--- src/rtl/hack_fetch.sv ---
// ---------------------------------------------------------------------------
// hack_fetch
//
// Instruction fetch stage sitting between the program counter and the Hack
// ROM32K. It owns the PC, drives the ROM address, absorbs the ROM's one-cycle
// registered read latency and presents instruction + PC to decode through a
// valid/ready handshake. Execute can redirect the stream at any time; all
// stale fetches are flushed. Sustains one instruction per cycle.
//
// Ports
//   clock        rising-edge clock
//   reset        synchronous, active-high reset
//   rom_addr     word address sent to the ROM (data returns next cycle)
//   rom_data     ROM registered output for the previous cycle's rom_addr
//   jump_valid   redirect request from execute
//   jump_addr    redirect target
//   instr_valid  instr / instr_pc hold a valid instruction
//   instr        instruction word for decode
//   instr_pc     address the instruction was fetched from
//   instr_ready  decode accepts the instruction this cycle
// ---------------------------------------------------------------------------
module hack_fetch #(
    parameter int                ADDR_W   = 15,
    parameter int                DATA_W   = 16,
    parameter logic [ADDR_W-1:0] RESET_PC = '0
) (
    input  logic              clock,
    input  logic              reset,
    output logic [ADDR_W-1:0] rom_addr,
    input  logic [DATA_W-1:0] rom_data,
    input  logic              jump_valid,
    input  logic [ADDR_W-1:0] jump_addr,
    output logic              instr_valid,
    output logic [DATA_W-1:0] instr,
    output logic [ADDR_W-1:0] instr_pc,
    input  logic              instr_ready
);

    localparam logic [ADDR_W-1:0] PC_ONE = {{(ADDR_W-1){1'b0}}, 1'b1};

    // Program counter and the fetch that is currently inside the ROM pipeline.
    logic [ADDR_W-1:0] pc;
    logic              inflight;
    logic [ADDR_W-1:0] inflight_pc;

    // Two-entry output buffer; slot 0 is always the head shown to decode.
    logic [DATA_W-1:0] data0;
    logic [DATA_W-1:0] data1;
    logic [ADDR_W-1:0] pc0;
    logic [ADDR_W-1:0] pc1;
    logic [1:0]        count;

    logic       pop;
    logic       issue;
    logic [1:0] occ;
    logic [1:0] occ_after;

    // Outputs come straight from buffer registers, so there is no
    // combinational path from rom_data to decode.
    assign instr_valid = (count != 2'd0);
    assign instr       = data0;
    assign instr_pc    = pc0;

    assign pop = instr_valid & instr_ready;

    // Occupancy counts the fetch still in the ROM, so a new fetch is issued
    // only if it is guaranteed a buffer slot when it returns.
    assign occ       = count + {1'b0, inflight};
    assign occ_after = occ - {1'b0, pop};
    assign issue     = jump_valid | (occ_after < 2'd2);

    // A redirect reaches the ROM in the same cycle so the target costs no
    // extra latency; during reset the ROM is pointed at the restart address.
    always_comb begin
        rom_addr = pc;
        if (reset) begin
            rom_addr = RESET_PC;
        end else if (jump_valid) begin
            rom_addr = jump_addr;
        end
    end

    // All fetch-stage state. A jump discards everything still buffered or in
    // flight (a head accepted in the same cycle has already been consumed)
    // and restarts the pipeline at the target. Otherwise the returning fetch
    // is appended behind whatever survives this cycle's pop.
    always_ff @(posedge clock) begin
        if (reset) begin
            pc          <= RESET_PC;
            inflight    <= 1'b0;
            inflight_pc <= '0;
            count       <= 2'd0;
            data0       <= '0;
            data1       <= '0;
            pc0         <= '0;
            pc1         <= '0;
        end else if (jump_valid) begin
            count       <= 2'd0;
            inflight    <= 1'b1;
            inflight_pc <= jump_addr;
            pc          <= jump_addr + PC_ONE;
        end else begin
            inflight <= issue;
            if (issue) begin
                inflight_pc <= pc;
                pc          <= pc + PC_ONE;
            end

            case ({pop, inflight})
                2'b10: begin
                    data0 <= data1;
                    pc0   <= pc1;
                    count <= count - 2'd1;
                end
                2'b01: begin
                    if (count == 2'd0) begin
                        data0 <= rom_data;
                        pc0   <= inflight_pc;
                    end else begin
                        data1 <= rom_data;
                        pc1   <= inflight_pc;
                    end
                    count <= count + 2'd1;
                end
                2'b11: begin
                    if (count == 2'd1) begin
                        data0 <= rom_data;
                        pc0   <= inflight_pc;
                    end else begin
                        data0 <= data1;
                        pc0   <= pc1;
                        data1 <= rom_data;
                        pc1   <= inflight_pc;
                    end
                end
                default: begin
                end
            endcase
        end
    end

endmodule

--- config.mk ---
export PLATFORM = sky130hd
export DESIGN_NAME = hack_fetch
export DESIGN_NICKNAME = d
export VERILOG_FILES = /design/src/rtl/hack_fetch.sv
export SDC_FILE = /design/constraint.sdc
export NUM_CORES = 1
export LEC_CHECK = 0
export BUFFER_PORTS_ARGS = -buffer_cell sky130_fd_sc_hd__buf_2
export CAP_MARGIN = 0
export CORE_MARGIN = 5
export CORE_UTILIZATION = 40
export DETAILED_ROUTE_END_ITERATION = 16
export GPL_TIMING_DRIVEN = 0
export SYNTH_ARGS = -nofsm -noshare
export SYNTH_HDL_FRONTEND = slang
export SYNTH_SLANG_ARGS = --single-unit
--- constraint.sdc ---
create_clock -name clock -period 2.5 [get_ports clock]
set_input_delay 0 -clock clock [delete_from_list [all_inputs] [get_ports clock]]
set_output_delay 0 -clock clock [all_outputs]
set_load 0.02 [all_outputs]
==> reports/summary.json, run 1 <==
{
  "yosysTopAreaCellShare": {"value": 0.4192},
  "insertedDiodeCount": {"value": 0},
  "tritoncts": {"value": "done"},
  "timing.critical_path.from": {"value": "count[1]$_SDFFE_PP0P_"},
  "timing.final.max_slew_violations": {"value": 0},
  "cp-endpoint": {"value": "inflight_pc[0]$_SDFFE_PP0P_"},
  "ys_top_cells_by_area": {"value": "sky130_fd_sc_hd__dfxtp_1, sky130_fd_sc_hd__mux2i_1, sky130_fd_sc_hd__nor2_1, sky130_fd_sc_hd__a211oi_1, sky130_fd_sc_hd__a32oi_1"},
  "setup_repair_after_global_routing_missed_its_margin": {"value": "false"},
  "grt_pass1_wl": {"value": 21020, "unit": "um"},
  "areaGrowthSynthToFinish": {"value": 26.70, "unit": "%"},
  "vias": {"value": 4241},
  "synth_enable_flop_cells": {"value": 0},
  "synth_async_sr_flop_share": {"value": 0},
  "antenna_found_initial": {"value": 0},
  "status": {"value": "complete, no violations"},
  "post_dp_cell_area": {"value": 5112, "unit": "um2"},
  "fillers": {"value": 1071},
  "synth_top_cell_by_area": {"value": "sky130_fd_sc_hd__dfxtp_1"},
  "dp_worst_setup_slack": {"value": -554.6, "unit": "ps"},
  "aggregate_routed_wire_length": {"value": 12950, "unit": "um"},
  "setup_tns": {"value": 0, "unit": "ps"},
  "ff_to_ff_start": {"value": "count[1]$_SDFFE_PP0P_"},
  "hp-start": {"value": "reset"},
  "share_of_post_route_cells_with_drive_strength_above_1": {"value": 0.2164},
  "r2r-end": {"value": "inflight_pc[0]$_SDFFE_PP0P_"},
  "post-dp-hpwl": {"value": 9526, "unit": "um"},
  "io_pins": {"value": 82},
  "setup.reg_to_reg.worst_slack": {"value": 130, "unit": "ps"},
  "maxCapViolations": {"value": 0},
  "htree_num_levels": {"value": 3},
  "synth.cell_area": {"value": 4537, "unit": "um2"},
  "critPathSlowestCell": {"value": "sky130_fd_sc_hd__dfxtp_2"},
  "routed_via_density": {"value": 5.486},
  "postRouteAntennaNets": {"value": 0},
  "peakVddDrop": {"value": 447.6, "unit": "uV"},
  "synthDistinctLibCells": {"value": 47},
  "clk_transition_reported_paths": {"value": 70, "unit": "ps"},
  "post_synth_inst_count": {"value": 512},
  "num-nets-final": {"value": 671},
  "die-width": {"value": 116.5, "unit": "um"},
  "crit_path_cell_trace": {"value": "inv_1 > ha_1 > nand2b_1 > and3_1 > a32o_2 > or3_1 > buf_2 > a211oi_1"},
  "ff2ff_path_depth": {"value": 8},
  "number_of_placed_cells_counting_well_taps": {"value": 732},
  "drt_iter0_markers": {"value": 248},
  "routabilityCongestion": {"value": 0.8820},
  "insertion_delay": {"value": 340, "unit": "ps"},
  "core_area": {"value": 10980, "unit": "um2"},
  "pwr_density_cell": {"value": 706.5, "unit": "nW/um2"},
  "grt_pass1_vias": {"value": 4118},
  "maxClockFrequency": {"value": 421.6, "unit": "MHz"},
  "mappedNetlistNets": {"value": 555},
  "kind_of_critical_path": {"value": "reg2reg"},
  "clockBufferDepth": {"value": 2},
  "synthesis.area_per_instance": {"value": 8.861, "unit": "um2"},
  "path_max_fanout": {"value": 10},
  "grt.overflow.total": {"value": 0},
  "die_area": {"value": 13570, "unit": "um2"},
  "cts_root_buf": {"value": "sky130_fd_sc_hd__clkbuf_16"},
  "cp_num_cells": {"value": 8},
  "std_cell_rows": {"value": 38},
  "path_delay_family": {"value": "simple AND/OR/NAND/NOR gates"},
  "cp_data_required_time": {"value": 2750, "unit": "ps"},
  "finalCoreUtilization": {"value": 0.5234},
  "timing.critical_path.to_type": {"value": "register"},
  "crit_buf_inv": {"value": 2},
  "count_of_clock_tree_sinks": {"value": 95},
  "finalSetupViolCount": {"value": 0},
  "power.leakage": {"value": 2.508, "unit": "nW"},
  "finish.instance_area": {"value": 5748, "unit": "um2"},
  "cts_bufs_inserted": {"value": 9},
  "timing.critical_path.from_type": {"value": "register"},
  "floorplan.initialDensity": {"value": 0.4131},
  "postSynthRegisterBits": {"value": 95},
  "grt_max_degree": {"value": 16},
  "port_buffers": {"value": 80},
  "critical_path_arrival": {"value": 2620, "unit": "ps"},
  "drc_errors": {"value": 0},
  "post_layout_nonfiller_instances": {"value": 773},
  "layout_min_cycle_time": {"value": 2372, "unit": "ps"},
  "fp.dieH": {"value": 116.5, "unit": "um"},
  "slew_headroom": {"value": 0.5981},
  "tightestPinTransition": {"value": 602.8, "unit": "ps"},
  "seq_area_frac_synth": {"value": 0.4192},
  "drt_first_pass_iters": {"value": 5},
  "synth_top_flop_cell": {"value": "sky130_fd_sc_hd__dfxtp_1"},
  "critical-path-max-stage-delay": {"value": 370, "unit": "ps"},
  "hold_class": {"value": "in2reg"},
  "synth_warnings": {"value": 0},
  "fin_crit_sh": {"value": 0.9488},
  "route.detailed.wl_per_inst": {"value": 16.76, "unit": "um"},
  "postLayoutSetupSlackWorst": {"value": 128.1, "unit": "ps"},
  "track_usage": {"value": 0.1953},
  "skew_final": {"value": 8.404, "unit": "ps"},
  "final_hold_viol_count": {"value": 0}
}
==> cell usage in the layout (no fill, tap or decap), types with 3 or more instances in the layout <==
master | netlist | final
sky130_fd_sc_hd__a211oi_1 | 40 | 40
sky130_fd_sc_hd__a21o_1 | 5 | 5
sky130_fd_sc_hd__a21oi_1 | 11 | 11
sky130_fd_sc_hd__a311oi_1 | 7 | 7
sky130_fd_sc_hd__a31oi_1 | 3 | 3
sky130_fd_sc_hd__a32oi_1 | 31 | 30
sky130_fd_sc_hd__buf_2 | 10 | 86
sky130_fd_sc_hd__buf_4 | 1 | 6
sky130_fd_sc_hd__clkbuf_1 | 28 | 17
sky130_fd_sc_hd__clkbuf_16 | 0 | 9
sky130_fd_sc_hd__clkbuf_2 | 0 | 8
sky130_fd_sc_hd__clkbuf_4 | 0 | 4
sky130_fd_sc_hd__clkinv_2 | 0 | 3
sky130_fd_sc_hd__dfxtp_1 | 95 | 93
sky130_fd_sc_hd__dlygate4sd3_1 | 0 | 21
sky130_fd_sc_hd__ha_1 | 8 | 8
sky130_fd_sc_hd__inv_1 | 8 | 8
sky130_fd_sc_hd__mux2i_1 | 45 | 45
sky130_fd_sc_hd__nand2_1 | 34 | 34
sky130_fd_sc_hd__nand3_1 | 4 | 4
sky130_fd_sc_hd__nand3b_1 | 3 | 3
sky130_fd_sc_hd__nand4_1 | 3 | 3
sky130_fd_sc_hd__nand4b_1 | 3 | 3
sky130_fd_sc_hd__nor2_1 | 98 | 98
sky130_fd_sc_hd__nor2b_1 | 3 | 3
sky130_fd_sc_hd__nor3_1 | 5 | 5
sky130_fd_sc_hd__o21ai_0 | 11 | 11
sky130_fd_sc_hd__or3_1 | 4 | 4
sky130_fd_sc_hd__xnor2_1 | 7 | 7
sky130_fd_sc_hd__xor2_1 | 13 | 13
==> kinds of logic (layout without fill, tap and decap cells) <==
logic type	Yosys count	after routing	synth area share
buf+inv	48	169	0.04330
flops	95	95	0.4192
fa+ha+maj	8	8	0.02206
mux	47	47	0.1042
xor+xnor	20	20	0.03861
compound gates	123	123	0.2060
simple gates	171	171	0.1666
==> per-stage QoR <==
| step | power (mW) | hold slack [ps] |
|---|---|---|
| 2_1_floorplan | 2.395 | 143.9 |
| 3_3_place_gp | 2.676 | 253.2 |
| 3_5_place_dp | 2.695 | 256.0 |
| 4_1_cts | 4.059 | 2.754 |
| 5_1_grt | 4.259 | 22.32 |
| 6_report | 4.061 | 22.88 |
==> timing repair <==
| action | in CTS | in global routing |
|---|---|---|
| resized for setup | 13 | 30 |
| hold endpoints to repair | 21 | 0 |
| buffers inserted | 1 | 3 |
| endpoints found under the setup margin | 60 | 84 |
| hold buffers | 21 | 0 |
| pin swaps | 1 | 2 |
==> area by class of cell <==
type,count,area (um2),area share
multi-input cells,369,2496,0.4343
flip-flops and latches,95,1907,0.3317
repair buffers,105,653.1,0.1136
clock buffers,11,252.7,0.04397
plain buffers,39,197.7,0.03439
well taps,140,175.2,0.03047
inverters,9,33.78,0.005877
clock inverters,5,32.53,0.005660
==> synth_stat cells (4+ instances only) <==
master                     count
sky130_fd_sc_hd__a211oi_1     40
sky130_fd_sc_hd__buf_2        10
sky130_fd_sc_hd__ha_1          8
sky130_fd_sc_hd__or3_1         4
sky130_fd_sc_hd__nand3_1       4
sky130_fd_sc_hd__o21ai_0      11
sky130_fd_sc_hd__dfxtp_1      95
sky130_fd_sc_hd__a21o_1        5
sky130_fd_sc_hd__inv_1         8
sky130_fd_sc_hd__nor3_1        5
sky130_fd_sc_hd__nand2_1      34
sky130_fd_sc_hd__nor2_1       98
sky130_fd_sc_hd__a21oi_1      11
sky130_fd_sc_hd__mux2i_1      45
sky130_fd_sc_hd__clkbuf_1     28
sky130_fd_sc_hd__a32oi_1      31
sky130_fd_sc_hd__xor2_1       13
sky130_fd_sc_hd__xnor2_1       7
sky130_fd_sc_hd__a311oi_1      7
==> worst min-delay path by stage <==
stage / slack [ps] / to / depth (start not counted)
CTS: 3 / inflight_pc[6]$_SDFFE_PP0P_ / 3
global route: 20 / inflight_pc[6]$_SDFFE_PP0P_ / 3
finish: 20 / pc[5]$_SDFFE_PP0P_ / 3
detailed placement: 260 / data1[5]$_SDFFE_PP0P_ / 3
floorplan: 140 / data1[0]$_SDFFE_PP0P_ / 2
global placement: 250 / data1[5]$_SDFFE_PP0P_ / 3
==> power by group <==
part | internal (mW) | switching (mW) | leakage (nW)
sequential | 1.65 | 0.0964 | 0.781
clock | 0.727 | 0.583 | 0.145
combinational | 0.391 | 0.612 | 1.58
==> per-layer routing <==
metal / GRT usage / share of wire / vias to the layer above
met5: 0 / 0 / -
met4: 0.05878 / 0.011 / 0
met3: 0.03316 / 0.057 / 12
met2: 0.3097 / 0.45 / 134
met1: 0.2728 / 0.48 / 2001
li1: - / - / 2094
==> worst min-delay path: stages <==
cell                      delay [ps]
sky130_fd_sc_hd__buf_2           130
sky130_fd_sc_hd__or4_1           120
sky130_fd_sc_hd__o21ai_0          60
==> flip-flops by register name, summed over array words and instances (netlist names) <==
signal and count:
instr_pc 15, inflight 1, count 2, inflight_pc 15, pc1 15, pc 15, data1 16, instr 16
Power figures use the tool's default switching activity.
==> inputs of run 2 (changes only) <==
--- a/config.mk
+++ b/config.mk
@@ -11,6 +11,7 @@
 export CORE_UTILIZATION = 40
 export DETAILED_ROUTE_END_ITERATION = 16
 export GPL_TIMING_DRIVEN = 0
+export PLACE_DENSITY = 0.69
 export SYNTH_ARGS = -nofsm -noshare
 export SYNTH_HDL_FRONTEND = slang
 export SYNTH_SLANG_ARGS = --single-unit
==> run 2 against run 1 <==
  * Clock power increased by 4%
  * Clock skew increased by 0.86 ps
  * Critical endpoint is now pc[13]$_SDFFE_PP0P_
  * Register-to-register slack about the same
  * Critical path type unchanged
==> reports/summary.json, run 2 (synthesized netlist as in run 1, its figures left out) <==
{
  "status": {"value": "complete, no violations"},
  "mostFrequentLayoutCell": {"value": "sky130_fd_sc_hd__nor2_1"},
  "grt.overflow.total": {"value": 0},
  "maxCapViolations": {"value": 0},
  "core_area": {"value": 10980, "unit": "um2"},
  "aggregate_routed_wire_length": {"value": 12950, "unit": "um"},
  "clk_transition_reported_paths": {"value": 60, "unit": "ps"},
  "fp.dieH": {"value": 116.5, "unit": "um"},
  "busiest_layer_in_global_routing": {"value": "met2"},
  "clockBufferDepth": {"value": 2},
  "grt_pass1_wl": {"value": 21040, "unit": "um"},
  "grtUsageMet1": {"value": 0.2617},
  "cts_root_buf": {"value": "sky130_fd_sc_hd__clkbuf_16"},
  "areaGrowthSynthToFinish": {"value": 25.98, "unit": "%"},
  "insertedDiodeCount": {"value": 0},
  "num-nets-final": {"value": 669},
  "critPathSlowestCell": {"value": "sky130_fd_sc_hd__dfxtp_2"},
  "share_of_post_route_cells_with_drive_strength_above_1": {"value": 0.2079},
  "grt_util_met2": {"value": 0.3169},
  "cp_data_required_time": {"value": 2730, "unit": "ps"},
  "post_layout_nonfiller_instances": {"value": 770},
  "finalSetupViolCount": {"value": 0},
  "vias": {"value": 4339},
  "std_cell_rows": {"value": 38},
  "fillers": {"value": 1028},
  "critical_path_arrival": {"value": 2600, "unit": "ps"},
  "cp_num_cells": {"value": 8},
  "grt_max_degree": {"value": 15},
  "drt_iter0_markers": {"value": 254},
  "maxClockFrequency": {"value": 422.5, "unit": "MHz"},
  "floorplan.initialDensity": {"value": 0.4131},
  "kind_of_critical_path": {"value": "reg2reg"},
  "timing.critical_path.from": {"value": "count[1]$_SDFFE_PP0P_"},
  "timing.critical_path.from_type": {"value": "register"},
  "routed_via_density": {"value": 5.635},
  "setup.reg_to_reg.worst_slack": {"value": 130, "unit": "ps"},
  "hold_class": {"value": "in2reg"},
  "number_of_placed_cells_counting_well_taps": {"value": 732},
  "path_delay_family": {"value": "simple AND/OR/NAND/NOR gates"},
  "die-width": {"value": 116.5, "unit": "um"},
  "globalRouteMet3Util": {"value": 0.03523},
  "timing.critical_path.to_type": {"value": "register"},
  "port_buffers": {"value": 80},
  "dp_worst_setup_slack": {"value": -574.2, "unit": "ps"},
  "count_of_clock_tree_sinks": {"value": 95},
  "cts_bufs_inserted": {"value": 9},
  "track_usage": {"value": 0.1939},
  "htree_num_levels": {"value": 3},
  "route.detailed.wl_per_inst": {"value": 16.82, "unit": "um"},
  "pwr_density_cell": {"value": 717.0, "unit": "nW/um2"},
  "drt_first_pass_iters": {"value": 4},
  "critical-path-max-stage-delay": {"value": 380, "unit": "ps"},
  "peakVddDrop": {"value": 327.0, "unit": "uV"},
  "power.leakage": {"value": 2.482, "unit": "nW"},
  "tightestPinTransition": {"value": 605.5, "unit": "ps"},
  "skew_final": {"value": 9.265, "unit": "ps"},
  "drc_errors": {"value": 0},
  "post-dp-hpwl": {"value": 9322, "unit": "um"},
  "path_max_fanout": {"value": 10},
  "hp-start": {"value": "jump_addr[5]"},
  "crit_path_cell_trace": {"value": "inv_1 > ha_1 > nand2b_4 > and3_1 > a32o_2 > or3_1 > buf_2 > a211oi_1"},
  "final_hold_viol_count": {"value": 0},
  "fin_crit_sh": {"value": 0.9466},
  "layout_common_cells": {"value": "sky130_fd_sc_hd__nor2_1, sky130_fd_sc_hd__dfxtp_1, sky130_fd_sc_hd__buf_2"},
  "grt_pass1_vias": {"value": 4210},
  "io_pins": {"value": 82},
  "postRouteAntennaNets": {"value": 0},
  "insertion_delay": {"value": 340, "unit": "ps"},
  "antenna_found_initial": {"value": 0},
  "routabilityCongestion": {"value": 0.9058},
  "ff2ff_path_depth": {"value": 8},
  "ff_to_ff_start": {"value": "count[1]$_SDFFE_PP0P_"},
  "layout_min_cycle_time": {"value": 2367, "unit": "ps"},
  "die_area": {"value": 13570, "unit": "um2"},
  "crit_buf_inv": {"value": 2},
  "timing.final.max_slew_violations": {"value": 0},
  "tritoncts": {"value": "done"},
  "postLayoutSetupSlackWorst": {"value": 133.4, "unit": "ps"},
  "min_delay_path_depth": {"value": 3},
  "slew_headroom": {"value": 0.5963}
}
run 2: routing by layer:
layer  wire (um)  share of wire
met1        6013           0.46
met2        5963           0.46
met3         798          0.062
met4         175          0.014
met5           0              0
run 2: timing repair:
item                       4_1_cts  5_1_grt
setup buffers                    2        0
pin swaps                        1        2
hold buffers                    21        0
setup endpoints to repair       60       60
gates resized for setup         13       15
hold endpoints to repair        21        0
run 2: path summary, 6_finish.rpt:
kind                                                     to
worst max-delay path                    pc[13]$_SDFFE_PP0P_
worst min register to register          pc[14]$_SDFFE_PP0P_
worst min-delay path            inflight_pc[5]$_SDFFE_PP0P_
worst max register to register          pc[13]$_SDFFE_PP0P_
run 2: stage by stage:
step / utilization / power, mW / hold slack, ps / area [um2] / setup TNS (ps)
after detailed placement: 0.4655 / 2.689 / 268.4 / 5112 / -8201
after global placement: 0.4655 / 2.660 / 250.5 / 5112 / -4251
final: 0.5204 / 4.098 / 21.52 / 5715 / 0
after floorplan: - / 2.395 / 143.9 / 4537 / 0
after CTS: 0.5150 / 4.091 / 4.150 / 5657 / 0
after global routing: 0.5204 / 4.302 / 16.53 / 5715 / -79.28
run 2: final cells by class:
type | instances | area, um2 | area share
Tap cell | 140 | 175.2 | 0.03065
Timing Repair Buffer | 103 | 629.4 | 0.1101
Sequential cell | 95 | 1907 | 0.3336
Buffer | 39 | 177.7 | 0.03109
Inverter | 9 | 33.78 | 0.005911
Clock inverter | 3 | 43.79 | 0.007662
Clock buffer | 12 | 246.5 | 0.04313
Multi-Input combinational cell | 369 | 2502 | 0.4378
run 2: power breakdown:
| group | total (mW) | internal [mW] | switching, mW |
|---|---|---|---|
| clock network | 1.36 | 0.798 | 0.559 |
| registers | 1.75 | 1.65 | 0.101 |
| logic | 0.989 | 0.377 | 0.612 |
| total | 4.10 | 2.83 | 1.27 |
run 2: tightest hold or removal path, stage by stage:
cell and delay (ps):
sky130_fd_sc_hd__buf_2 140, sky130_fd_sc_hd__nor2_1 110, sky130_fd_sc_hd__a311oi_1 60
